$ cat src/rtl/and2_bist_satcnt.sv
// ---------------------------------------------------------------------------
// and2_bist_satcnt: saturating up-counter with synchronous clear.
// Rev 1.0
// ---------------------------------------------------------------------------
`default_nettype none

module and2_bist_satcnt #(
  parameter int W = 4
) (
  input  wire logic         clk,
  input  wire logic         rst_n,
  input  wire logic         clr,
  input  wire logic         inc,
  output logic      [W-1:0] cnt
);

  logic [W-1:0] cnt_q;
  logic [W-1:0] cnt_d;

  always_comb begin
    cnt_d = cnt_q;
    if (clr) begin
      cnt_d = '0;
    end else if (inc && (cnt_q != '1)) begin
      cnt_d = cnt_q + 1'b1;
    end
  end

  always_ff @(posedge clk or negedge rst_n) begin
    if (!rst_n) begin
      cnt_q <= '0;
    end else begin
      cnt_q <= cnt_d;
    end
  end

  assign cnt = cnt_q;

endmodule

`default_nettype wire

$ cat config.mk
export PLATFORM = sky130hd
export DESIGN_NAME = and2_bist_satcnt
export DESIGN_NICKNAME = d
export VERILOG_FILES = /design/src/rtl/and2_bist_satcnt.sv
export SDC_FILE = /design/constraint.sdc
export NUM_CORES = 1
export LEC_CHECK = 0
export ABC_AREA = 1
export CORE_AREA = 3 3 40 42
export CTS_BUF_LIST = sky130_fd_sc_hd__clkbuf_4 sky130_fd_sc_hd__clkbuf_8
export CTS_CLUSTER_DIAMETER = 100
export CTS_CLUSTER_SIZE = 25
export DETAILED_ROUTE_END_ITERATION = 6
export DIE_AREA = 0 0 43 45
export GPL_TIMING_DRIVEN = 0
export HOLD_SLACK_MARGIN = 0.03
export PLACE_DENSITY_LB_ADDON = 0.15
export SYNTH_ARGS = -nofsm -noshare
export SYNTH_HDL_FRONTEND = slang
export SYNTH_SLANG_ARGS = --single-unit
$ cat constraint.sdc
create_clock -name clk -period 1.1 [get_ports clk]
set_input_delay 0.165 -clock clk [delete_from_list [all_inputs] [get_ports clk]]
set_output_delay 0.165 -clock clk [all_outputs]
set_load 0.05 [all_outputs]
Word level (Yosys, flattened, before mapping)
Cells that the tools add are included.

Register bits after elaboration: 4. Input bits: 4. Word-level logic and storage cells: 7.

Add/sub/neg operators: 1. Equality and inequality tests: 1. Multiplexer cells: 2. Reductions and logical operators: 2.

Operators with widths (count): two-way mux 4 bit (2); adder 4 x 1 -> 4 bit, second input constant (1); inequality test 4 bit, second input constant (1); nonzero test 2 bit (1); logical AND 1 bit (1).

Logic depth before layout (Yosys ltp)
Depth in word-level cells: 4. Gate-level depth with buffers: 7. Mapped depth without buffers: 7.

Worst setup path after synthesis
No wires, ideal clock.

Path type: reg-to-reg. Start: register cnt_q[0], in the netlist cnt[0]. End: register cnt_q[3], in the netlist cnt[3]. Setup time: 0.066 ns. Data arrival time: 1.341 ns. Required time: 1.034 ns. Path slack: -0.307 ns. Stages on the path, launching flop included: 8. Clock period less this slack: 1.407 ns. Cell sequence: dfrtp_1 ha_1 nand3_1 nand2_2 nand2_2 inv_2 nand2_1 nand2_1.

Cells in the longest elaborated chain, start to end: 3.

Ends and longest elaborated chain: start, declared (line 17) `logic [W-1:0] cnt_q;`; start signal, assigned (line 33) `cnt_q <= cnt_d;`; adder 4 x 1 -> 4 bit / inequality test 4 bit (equally long branches) (line 25, 24); two-way mux 4 bit / logical AND 1 bit (equally long branches) (line 24) `end else if (inc && (cnt_q != '1)) begin`; two-way mux 4 bit / nonzero test 2 bit (equally long branches).

Parallel ways exist; a longest one is shown, timed or not. The select of a mux whose other input is x is not followed. A chain may end at the register's enable or synchronous reset.

Final worst setup path
Same ends and word-level chain as after synthesis.

==> results.cfg <==
[power]
p_per_area_nw_per_um2 = 1340
p_leak_nw = 0.200
ir_drop_mv = 0.390
design_power_total_w = 0.000503

[synth]
seq_area_frac_synth_pct = 44.9
yosysUniqueCellTypes = 10
netlist.top_cell.by_area = dfrtp_1
syn-cell-area_um2 = 223
synthCells = 29
syn-num-nets = 34
synthTopCellsByArea = dfrtp_1 45%, nand2_1 17%, nand3_1 9.0%
yosys.area.top_type_share_pct = 44.9
yosys_warnings = 0
avgSynthCellArea_um2 = 7.68
ys_ff_latch = 4

[finish]
stdcell_count = 58
finish.net_count = 49
final_area_um2 = 375
layout_common_cells = 10 x nand2_1, 7 x buf_4, 4 x clkbuf_4
largest_reg_flops = 4
drive_gt1_share_pct = 44.2
final_common_cell = nand2_1
area_delta_synth_final_pct = 68.5
antennaDiodeCount = 0

[grt]
track_usage_pct = 6.28
grt_overflow_total = 0
grt_pass1_vias = 210
grt_first_pass_wirelength_um = 841
antenna_found_initial = 0
grt_max_degree = 7

[route]
drc = 0
wirelength_um = 532
vias = 220
drtIter0Drc = 1
avgRoutedWirePerCell_um = 9.17
drt_first_pass_iters = 2
ant_nets = 0
vias_per_cell = 3.79

[sta]
fin_ws_ns = 0.0262
final-setup-viol-count = 0
final-hold-violation-count = 0
drv_slew = 0
layout_min_cycle_time_ns = 1.07
period_share_pct = 97.6
grt_setup_unrepaired = yes
worst_pin_slew_ns = 0.178
max_freq_mhz = 931
whs_ns = 0.127
max_slew_margin_pct = 88.1
skew_ns = 0.00632

[floorplanning]
ios = 8
initial_core_util_pct = 17.3
rows = 13
coreArea_um2 = 1280
chipWidth_um = 43
dieArea_um2 = 1940
die_h_um = 45

[setup_path]
rr_worst_depth = 7
critPathCaptureType = flip-flop
start_kind = flip-flop
critical_path_required_ns = 1.22
cp.arrival_ns = 1.19
path_class = flip-flop to flip-flop
path_max_fanout = 4

[clock_tree]
numCtsBuffers = 3
cts_sinks = 4
cts_tree = yes
htree_num_levels = 1
cts_root_buffer = clkbuf_4
path_clk_slew_ns = 0.04
cts_buffer_depth = 2
clock_latency_ns = 0.24

[status]
outcome = completed

[place]
numPlacedInstances = 51
dp_hpwl_um = 385
dp_slack_ns = -0.299
port_buffers = 7
gp_congestion = 0.690
placed_cell_area_um2 = 333

[job]
maxCapViolations = 0

[worst_hold_path]
hold_class = input port to asynchronous set/reset pin
## logic make-up (layout without fill, tap and decap cells)
kind of cell	count (synthesis)	after routing	synth area share, %
and+or+nand+nor	19	19	38.8
DFF	4	4	44.9
buffers and inverters	4	18	6.74
adders and majority gates	1	1	5.62
xor gates and xnor gates	1	1	3.93
## critical path: stages (launching register included)
cell	delay, ns
dfrtp_2	0.44
ha_4	0.18
nand3_2	0.05
nand2_2	0.06
nand2_2	0.07
inv_2	0.05
nand2_1	0.05
nand2_1	0.05
## repair_timing
| item | 4_1_cts | 5_1_grt |
|---|---|---|
| hold buffers | 0 | 0 |
| buffers inserted | 1 | 2 |
| pin swaps | 0 | 2 |
| endpoints found under the hold margin | 0 | 0 |
| endpoints found under the setup margin | 5 | 4 |
| resized for setup | 24 | 0 |
## worst paths after layout
path	start	end	slack, ns
setup / recovery	cnt[0]$_DFFE_PN0P_	cnt[3]$_DFFE_PN0P_	0.03
min in group clk	cnt[1]$_DFFE_PN0P_	cnt[1]$_DFFE_PN0P_	0.54
setup reg to reg	cnt[0]$_DFFE_PN0P_	cnt[3]$_DFFE_PN0P_	0.03
hold reg to reg	cnt[1]$_DFFE_PN0P_	cnt[1]$_DFFE_PN0P_	0.54
hold / removal	rst_n	cnt[0]$_DFFE_PN0P_	0.13
max in group asynchronous	rst_n	cnt[2]$_DFFE_PN0P_	0.79
## layer usage
| layer | up-vias | track usage [%] | wire length [um] |
|---|---|---|---|
| met4 | 0 | 5.42 | 0 |
| met2 | 4 | 7.78 | 250 |
| li1 | 119 | - | - |
| met5 | - | 0 | 0 |
| met1 | 97 | 7.35 | 248 |
| met3 | 0 | 3.98 | 34 |
## per-stage QoR
| stage | utilization, % | setup TNS, ns |
|---|---|---|
| after detailed placement | 25.9 | -1.17 |
| final | 29.2 | 0 |
| after CTS | 28.0 | 0 |
| after global routing | 29.2 | -0.0298 |
| after floorplan | - | -0.257 |
| after global placement | 25.9 | -1.19 |
## layout make-up
type	count	area, um^2
sequential	4	104
inverter	4	15.0
clock buffer	4	30.0
fill	145	910
tap	15	18.8
timing repair buffer	10	82.6
multi-input combinational	21	125
## cells in the mapped netlist
| library cell | n |
|---|---|
| nand3_1 | 4 |
| ha_1 | 1 |
| dfrtp_1 | 4 |
| nand2_2 | 2 |
| nand4_1 | 2 |
| inv_2 | 1 |
| nand2_1 | 10 |
| inv_1 | 3 |
| nor2_1 | 1 |
| xor2_1 | 1 |
## report_power, final
part / internal, W / total [W] / leakage [nW] / switching, W
logic: 0.0000475 / 0.000108 / 0.132 / 0.0000607
registers: 0.000158 / 0.000172 / 0.0495 / 0.0000143
clock network: 0.000161 / 0.000222 / 0.0184 / 0.0000616
total: 0.000366 / 0.000503 / 0.200 / 0.000137
Power figures use the tool's default switching activity.
